## config.mk

```make
export PLATFORM = sky130hd
export DESIGN_NAME = btn_debounce
export DESIGN_NICKNAME = d
export VERILOG_FILES = /design/src/rtl/btn_debounce_pkg.sv /design/src/rtl/btn_debounce_sync_2ff.sv /design/src/rtl/btn_debounce.sv
export SDC_FILE = /design/constraint.sdc
export NUM_CORES = 1
export LEC_CHECK = 0
export BUFFER_PORTS_ARGS = -buffer_cell sky130_fd_sc_hd__buf_4
export CAP_MARGIN = 15
export CELL_PAD_IN_SITES_DETAIL_PLACEMENT = 1
export CELL_PAD_IN_SITES_GLOBAL_PLACEMENT = 2
export CORE_MARGIN = 10
export CORE_UTILIZATION = 38
export DETAILED_ROUTE_END_ITERATION = 8
export PLACE_DENSITY_LB_ADDON = 0.1
export SYNTH_ARGS = -nofsm -noshare
export SYNTH_HDL_FRONTEND = slang
export SYNTH_SLANG_ARGS = --single-unit
```

## constraint.sdc

```tcl
create_clock -name clk -period 2 [get_ports clk]
set_input_delay 0.2 -clock clk [delete_from_list [all_inputs] [get_ports clk]]
set_output_delay 0.2 -clock clk [all_outputs]
set_load 0.02 [all_outputs]
```

## src/rtl/btn_debounce_pkg.sv

```systemverilog
// Shared types and constants for the button debouncer.
// Used by btn_debounce, including its DEBOUNCE_HOLD_EN long-press build.
package btn_debounce_pkg;

   // Debounce FSM states
   typedef enum logic [1:0] {
      IDLE         = 2'd0,
      PRESS_WAIT   = 2'd1,
      PRESSED      = 2'd2,
      RELEASE_WAIT = 2'd3
   } state_t;

   // Defaults: 20 ms debounce and 1 s long-press at 1 MHz
   localparam int unsigned DEBOUNCE_CYCLES_DEF = 20000;
   localparam int unsigned HOLD_CYCLES_DEF     = 1000000;

   // Bits needed to hold values 0..max_val (at least one bit)
   function automatic int unsigned cnt_width(input int unsigned max_val);
      return (max_val < 2) ? 1 : $clog2(max_val + 1);
   endfunction

endpackage

```

## src/rtl/btn_debounce_sync_2ff.sv

```systemverilog
// Two-flop synchronizer for a single asynchronous level input.
module sync_2ff (
   input  logic clk,
   input  logic reset,
   input  logic d,
   output logic q
);

   logic meta;

   // Capture d, then re-register to let metastability resolve
   always_ff @(posedge clk or posedge reset) begin
      if (reset) begin
         meta <= 1'b0;
         q    <= 1'b0;
      end else begin
         meta <= d;
         q    <= meta;
      end
   end

endmodule

```

## src/rtl/btn_debounce.sv

```systemverilog
// Button debouncer: synchronizes a bouncy button and produces a clean
// level plus one-cycle press/release pulses. Defining DEBOUNCE_HOLD_EN
// adds the held port and a long-press counter.
module btn_debounce
   import btn_debounce_pkg::*;
#(
   parameter int unsigned DEBOUNCE_CYCLES = DEBOUNCE_CYCLES_DEF,
   parameter int unsigned HOLD_CYCLES     = HOLD_CYCLES_DEF
) (
   input  logic clk,
   input  logic reset,
   input  logic in,
   output logic level,
   output logic rise,
   output logic fall
`ifdef DEBOUNCE_HOLD_EN
   ,
   output logic held
`endif
);

   localparam int unsigned CW = cnt_width(DEBOUNCE_CYCLES - 1);
   localparam logic [CW-1:0] CNT_MAX = CW'(DEBOUNCE_CYCLES - 1);

   // Reject illegal parameterisations at elaboration
   if (DEBOUNCE_CYCLES < 2 || DEBOUNCE_CYCLES > 32'd1048576 ||
       HOLD_CYCLES < 1 || HOLD_CYCLES > 32'd16777216) begin : g_bad_params
      $error("btn_debounce: DEBOUNCE_CYCLES or HOLD_CYCLES out of range");
   end

   logic          sync_in;
   state_t        state, state_next;
   logic [CW-1:0] cnt, cnt_next;
   logic          level_next, rise_next, fall_next;

   sync_2ff u_sync (
      .clk   (clk),
      .reset (reset),
      .d     (in),
      .q     (sync_in)
   );

   // State, stability counter and registered outputs
   always_ff @(posedge clk or posedge reset) begin
      if (reset) begin
         state <= IDLE;
         cnt   <= '0;
         level <= 1'b0;
         rise  <= 1'b0;
         fall  <= 1'b0;
      end else begin
         state <= state_next;
         cnt   <= cnt_next;
         level <= level_next;
         rise  <= rise_next;
         fall  <= fall_next;
      end
   end

   // Next state: a level must hold for DEBOUNCE_CYCLES samples to be accepted
   always_comb begin
      state_next = state;
      cnt_next   = cnt;
      rise_next  = 1'b0;
      fall_next  = 1'b0;
      case (state)
         IDLE: begin
            if (sync_in) begin
               state_next = PRESS_WAIT;
               cnt_next   = '0;
            end
         end
         PRESS_WAIT: begin
            if (!sync_in) begin
               state_next = IDLE;
               cnt_next   = '0;
            end else if (cnt == CNT_MAX) begin
               state_next = PRESSED;
               cnt_next   = '0;
               rise_next  = 1'b1;
            end else begin
               cnt_next = cnt + CW'(1);
            end
         end
         PRESSED: begin
            if (!sync_in) begin
               state_next = RELEASE_WAIT;
               cnt_next   = '0;
            end
         end
         RELEASE_WAIT: begin
            if (sync_in) begin
               state_next = PRESSED;
               cnt_next   = '0;
            end else if (cnt == CNT_MAX) begin
               state_next = IDLE;
               cnt_next   = '0;
               fall_next  = 1'b1;
            end else begin
               cnt_next = cnt + CW'(1);
            end
         end
         default: begin
            state_next = IDLE;
            cnt_next   = '0;
         end
      endcase
      level_next = (state_next == PRESSED) || (state_next == RELEASE_WAIT);
   end

`ifdef DEBOUNCE_HOLD_EN
   localparam int unsigned HW = cnt_width(HOLD_CYCLES - 1);
   localparam logic [HW-1:0] HOLD_MAX = HW'(HOLD_CYCLES - 1);

   logic [HW-1:0] hold_cnt;
   logic          hold_done;

   // Long-press counter: runs while PRESSED, survives release bounce, clears in IDLE
   always_ff @(posedge clk or posedge reset) begin
      if (reset) begin
         hold_cnt  <= '0;
         hold_done <= 1'b0;
         held      <= 1'b0;
      end else if (state == IDLE) begin
         hold_cnt  <= '0;
         hold_done <= 1'b0;
         held      <= 1'b0;
      end else begin
         held <= 1'b0;
         if (state == PRESSED) begin
            if (hold_cnt != HOLD_MAX) begin
               hold_cnt <= hold_cnt + HW'(1);
            end else if (!hold_done) begin
               held      <= 1'b1;
               hold_done <= 1'b1;
            end
         end
      end
   end
`endif

endmodule

```

; Word level (Yosys, flattened, before mapping)
; Cells that the tools add are included.
; W data, S select, Z words.
[op_classes]
addsub = 1
n_eq_ne = 8
muxes = 18
reduce_logical = 3
[ops]
columns = operator, count
row1 = $mux W15, 5
row2 = $pmux W15 S4, 1
row3 = $add A15 B1 Y15 const B, 1
row4 = $eq A15 B15 Y1 const B, 1
row5 = $mux W2, 6
row6 = $eq A2 B2 Y1 const B, 4
row7 = $pmux W2 S4, 1
row8 = $mux W1, 5
row9 = $eq A2 B1 Y1 const B, 1
row10 = $logic_not A2 Y1, 1
row11 = $ne A2 B1 Y1 const B, 1
row12 = $ne A2 B2 Y1 const B, 1
row13 = $reduce_and A2 Y1, 1
row14 = $logic_or A1 B1 Y1, 1
[totals]
out_inout_bits = 3
regBits = 22
in_bits = 3

; Depth between registers and ports, before layout
[logic_depth]
word_depth = 6
ltp_mapped = 6
ltp_nobuf = 5

; Modules after synthesis
; From an unflattened synthesis, not the netlist that was laid out.
[hier_totals]
cells_unflattened = 109
area_unflattened_um2 = 1046.0
[by_module_without_submodules]
columns = mod, cells_each, area_per_inst_um2, instances
row1 = btn_debounce, 106, 992.2, 1
row2 = sync_2ff, 3, 53.8, 1

; Worst setup path before layout
; No wires, ideal clock.
[synth_timing]
kind = reg2reg
from = register cnt[0]
to = register level
path_stages_with_launch = 6
t_arrival_ns = 1.525
period_less_slack_ns = 1.650
setup_time_ns = 0.125
path_slack_ns = 0.350
required_time_ns = 1.875
cell_sequence = dfrtp_1 > ha_1 > and3_2 > nand4_2 > or2_4 > mux2_4
[synth_via]
elab_chain_len = 6
word_cells_on_any_way = 9
cone_classes = 3 x eq/ne / 5 x mux / 1 x reduce/logical
[synth_lines]
columns = element, line
row1 = "start, declared", btn_debounce.sv:33  ; logic [CW-1:0] cnt, cnt_next;
row2 = "start signal, assigned", btn_debounce.sv:53  ; cnt <= cnt_next;
row3 = $eq A15 B15 Y1 (*), "btn_debounce.sv:77, btn_debounce.sv:95"
row4 = "$mux W2, on equally long branches", "btn_debounce.sv:95, btn_debounce.sv:77"
row5 = "$mux W2, on equally long branches", "btn_debounce.sv:92, btn_debounce.sv:74"
row6 = $pmux W2 S4 (*), btn_debounce.sv:66  ; case (state)
row7 = $eq A2 B2 Y1, btn_debounce.sv:108  ; level_next = (state_next == PRESSED) || (state_next == RELEASE_WAIT);
row8 = $logic_or A1 B1 Y1 (*), btn_debounce.sv:108
row9 = named net level_next, btn_debounce.sv:34  ; logic level_next, rise_next, fall_next;
row10 = "end signal, assigned", btn_debounce.sv:54  ; level <= level_next;
row11 = "end, declared", btn_debounce.sv:13  ; output logic level,
; Mark *: on every way through the listed nets, which the timed path passes. The rest lies on a longest branch.
; A chain may end at the register's enable or synchronous reset.

; Worst setup path after layout
; Ends and elaborated chain as after synthesis.

==> impl_results.md <==
* Status: finished, final reports clean
* Mean area per synthesized cell at 10.2 um2
* Class of the tightest hold or removal check: register to register
* Sum of negative setup slack at 0 ns
* Multiplexer share of the synthesized area at 0.0300
* Worst R2R Start: cnt[0]
* # Max-Cap Violations at 0
* Clock Skews at 0.00515 ns
* Number of nets produced by synthesis at 119
* Routability congestion estimate from global placement at 0.784
* Arrival time of data at the critical path endpoint at around 2.1 ns
* Proportion of synthesized flip-flops having asynchronous set or reset at 1.00
* Starting Density at 0.389
* Number of primary I/O pins at 6
* Area share of the leading cell type in the synthesized netlist at 0.450
* Slew of the pin with the lowest slew margin at 0.318 ns
* Startpoint of the most critical setup path: cnt[0]
* First-iteration detailed-routing DRC count at 25
* Total Routed Length at around 2900 um
* Synth cell count leaders: sky130_fd_sc_hd__dfrtp_1 (21), sky130_fd_sc_hd__nand3_1 (9), sky130_fd_sc_hd__inv_1 (8), sky130_fd_sc_hd__nand2_1 (8), sky130_fd_sc_hd__a31oi_1 (7)
* Footprint of the multi-input gates at a little under 600 um2
* Worst Hold Path Cells at 0
* Number of inserted diodes at 0
* Layout Cell Area excl Fill at between 1000 and 1500 um2
* Die height at 75.4 um
* Total via count in the routed design at between 900 and 1k
* Distinct cell type count after synthesis at 41
* Total CTS buffers at 3
* Post-detailed-route via-to-cell ratio at 5.88
* DRC violations left at 0
* Post-detailed-placement half-perimeter wirelength at roughly 2100 um
* CP endpoint kind: register
* Max Freq at 532 MHz
* Sequential share of power at 0.626
* Dominant cell type by area after synthesis: sky130_fd_sc_hd__dfrtp_1
* Clock network fraction of total power at 0.301
* Synthesized netlist cell count at between 100 and 150
* Top-count cell post-synth: sky130_fd_sc_hd__dfrtp_1
* Worst vdd rail ir drop at 0.350 mV
* Headroom to the max-slew limit at 0.788
* Area fraction in compound gates after synthesis at 0.148
* Placeable core region at around 3000 um2
* Antenna violations before repair at 0
* Fraction of synthesized cell area in xor and xnor cells at 0.0289
* Hold Fails Final Rpt at 0
* Post-synth top flop: sky130_fd_sc_hd__dfrtp_1
* Global-route wire length before repair at approximately 5200 um
* Standard-cell rows at 20
* Leakage power total at 0.540 nW
* Ranking of synthesized cells by area: sky130_fd_sc_hd__dfrtp_1 (45%), sky130_fd_sc_hd__nand3_1 (3.9%), sky130_fd_sc_hd__a31oi_1 (3.8%), sky130_fd_sc_hd__and4_1 (3.0%), sky130_fd_sc_hd__inv_1 (2.6%)
* Number of enable flip-flop cells after synthesis at 0
* Number of H-tree branching levels at 1
* Die ar. at ~5700 um2
* Flop-to-flop setup slack at 0.12 ns
* IO Port Bufs at 5
* Pin count of the biggest net entering global routing at 22
* Psw at roughly 0.00018 W
* Clock latency on the worst-skew pair at ~0.31 ns
* Time the final worst path needs with I/O delays and setup at 1.88 ns
* WL/cell at 18.0 um
* Count of cells along the worst register-to-register path at 5
* Synthesized cell area at 1170 um2
* Critical path data required time at 2.21 ns
* Sequential Area at roughly 530 um2
* Share of the cycle needed by the critical path after routing at 0.940
* Longest Clk Path Bufs at 2
* Last element of the critical path: level
* Combinational family with the most area after synthesis: simple AND/OR/NAND/NOR gates
* Worst Path Max Fanout at 7
* Proportion of synthesized chip area in sequential cells at 0.450
* Clock transition at path regs at 0.12 ns
* Cell at the root of the clock tree: sky130_fd_sc_hd__clkbuf_4
* Share of final-layout standard cells stronger than drive strength 1 at 0.197
* Category of the worst setup path launch point: register
* Die W at roughly 75 um
* Number of filler cells placed in the layout at 357
* Post-synthesis simple-gate area fraction at 0.277
* Number of routed nets with antenna violations at 0
* Setup repair after global routing missed its margin: no
* Relative area change from synthesis to final layout at 11.0%
* # setup viols final at 0
* Internal Dissipation at 0.000525 W
* CTS tree: yes
* Reg-to-reg endpoint: level
* Synth Area in Adders at 0.0107
* Remaining global-route overflow at 0
* TritonCTS Sinks at 21
* Number of search-and-repair iterations in the first detailed-routing pass at 4
* Register bit count reported by yosys at 21
* Power per Cell Area at 542 nW/um2
* Cell area reported after detailed placement at 1250 um2
* Synth warn at 0
* Count of instances resized after the clock tree is built at 0
* Part of the total power dissipated in combinational logic at 0.073
* Max Slew Vio Count at 0
* Overall global routing resource usage at 0.119
* Total design power at around 0.00070 W
* Vias in the first global route at 1036
* Worst Path Class, Setup: register to register
* Fraction of power spent switching nets at 0.252
* Total number of nets in the final design at 132
## logic make-up (layout without fill, tap and decap cells)
group	count (synthesis)	count (layout)
buffers and inverters	12	24
muxes	3	3
and+or+nand+nor	50	50
xor gates and xnor gates	3	3
DFF	21	21
AOI/OAI and AO/OA	25	25
adders and majority gates	1	1
## cell usage in the layout, fill, tap and decap left out, types with 2 or more instances in the layout
master,netlist,final
sky130_fd_sc_hd__a21oi_1,3,3
sky130_fd_sc_hd__a22oi_1,2,2
sky130_fd_sc_hd__a31oi_1,7,7
sky130_fd_sc_hd__and2_1,3,3
sky130_fd_sc_hd__and3_2,2,2
sky130_fd_sc_hd__and4_1,4,4
sky130_fd_sc_hd__and4bb_1,2,2
sky130_fd_sc_hd__buf_4,1,10
sky130_fd_sc_hd__clkbuf_4,0,3
sky130_fd_sc_hd__dfrtp_1,21,21
sky130_fd_sc_hd__dlygate4sd3_1,0,2
sky130_fd_sc_hd__inv_1,8,8
sky130_fd_sc_hd__mux2i_1,2,2
sky130_fd_sc_hd__nand2_1,8,8
sky130_fd_sc_hd__nand2b_1,2,2
sky130_fd_sc_hd__nand3_1,9,9
sky130_fd_sc_hd__nand4_1,4,4
sky130_fd_sc_hd__nor2_1,2,2
sky130_fd_sc_hd__nor3b_1,3,3
sky130_fd_sc_hd__o21ai_0,5,5
sky130_fd_sc_hd__o22ai_1,3,3
sky130_fd_sc_hd__or3_1,2,2
## state kept, by name, indices dropped and copies added (netlist names)
signal       cells
level            1
u_sync.q         1
rise             1
u_sync.meta      1
state            1
fall             1
cnt             15
## layout make-up
type | count | area share
Tap cell | 33 | 0.0319
Multi-Input combinational cell | 82 | 0.445
Inverter | 8 | 0.0232
Clock buffer | 3 | 0.0174
Timing Repair Buffer | 12 | 0.0734
Sequential cell | 21 | 0.405
Clock inverter | 1 | 0.00386
## power groups by stage
stage / Clock, W / Sequential, W / Combinational [W]
2_1_floorplan: 0 / 0.000446 / 0.0000340
3_3_place_gp: 0 / 0.000447 / 0.0000486
3_5_place_dp: 0 / 0.000448 / 0.0000492
4_1_cts: 0.000222 / 0.000440 / 0.0000526
5_1_grt: 0.000240 / 0.000441 / 0.0000595
6_report: 0.000211 / 0.000440 / 0.0000512
## per-stage QoR
stage | util | hold slack (ns) | cells | worst slack (ns)
after detailed placement | 0.416 | 0.258 | 154 | 0.156
after global placement | 0.416 | 0.253 | 154 | 0.220
final | 0.432 | 0.375 | 160 | 0.120
after floorplan | - | 0.177 | 115 | 0.350
after CTS | 0.432 | 0.386 | 160 | 0.120
after global routing | 0.432 | 0.383 | 160 | 0.0435
## routing by layer
metal	vias up	GRT usage	wire, um
li1	455	-	-
met1	476	0.151	1370
met2	8	0.193	1370
met3	2	0.0378	128
met4	0	0.0247	19
met5	-	0	0
## timing repair
item / 4_1_cts / 5_1_grt
hold buffers: 2 / 0
endpoints found under the hold margin: 22 / 0
buffers inserted: 0 / 0
## worst max-delay path, cell delays in order, from the launching register on
cell,delay [ns]
sky130_fd_sc_hd__dfrtp_1,0.45
sky130_fd_sc_hd__ha_1,0.26
sky130_fd_sc_hd__and3_2,0.22
sky130_fd_sc_hd__nand4_2,0.22
sky130_fd_sc_hd__or2_4,0.32
sky130_fd_sc_hd__mux2_4,0.29
## worst min-delay path by stage
| stage | slack, ns | startpoint | to |
|---|---|---|---|
| after global routing | 0.38 | u_sync.meta | u_sync.q |
| final | 0.38 | u_sync.meta | u_sync.q |
| after floorplan | 0.18 | reset | cnt[0] |
| after CTS | 0.39 | u_sync.meta | u_sync.q |
| after detailed placement | 0.26 | reset | cnt[3] |
| after global placement | 0.25 | reset | cnt[3] |
Power figures use the tool's default switching activity.
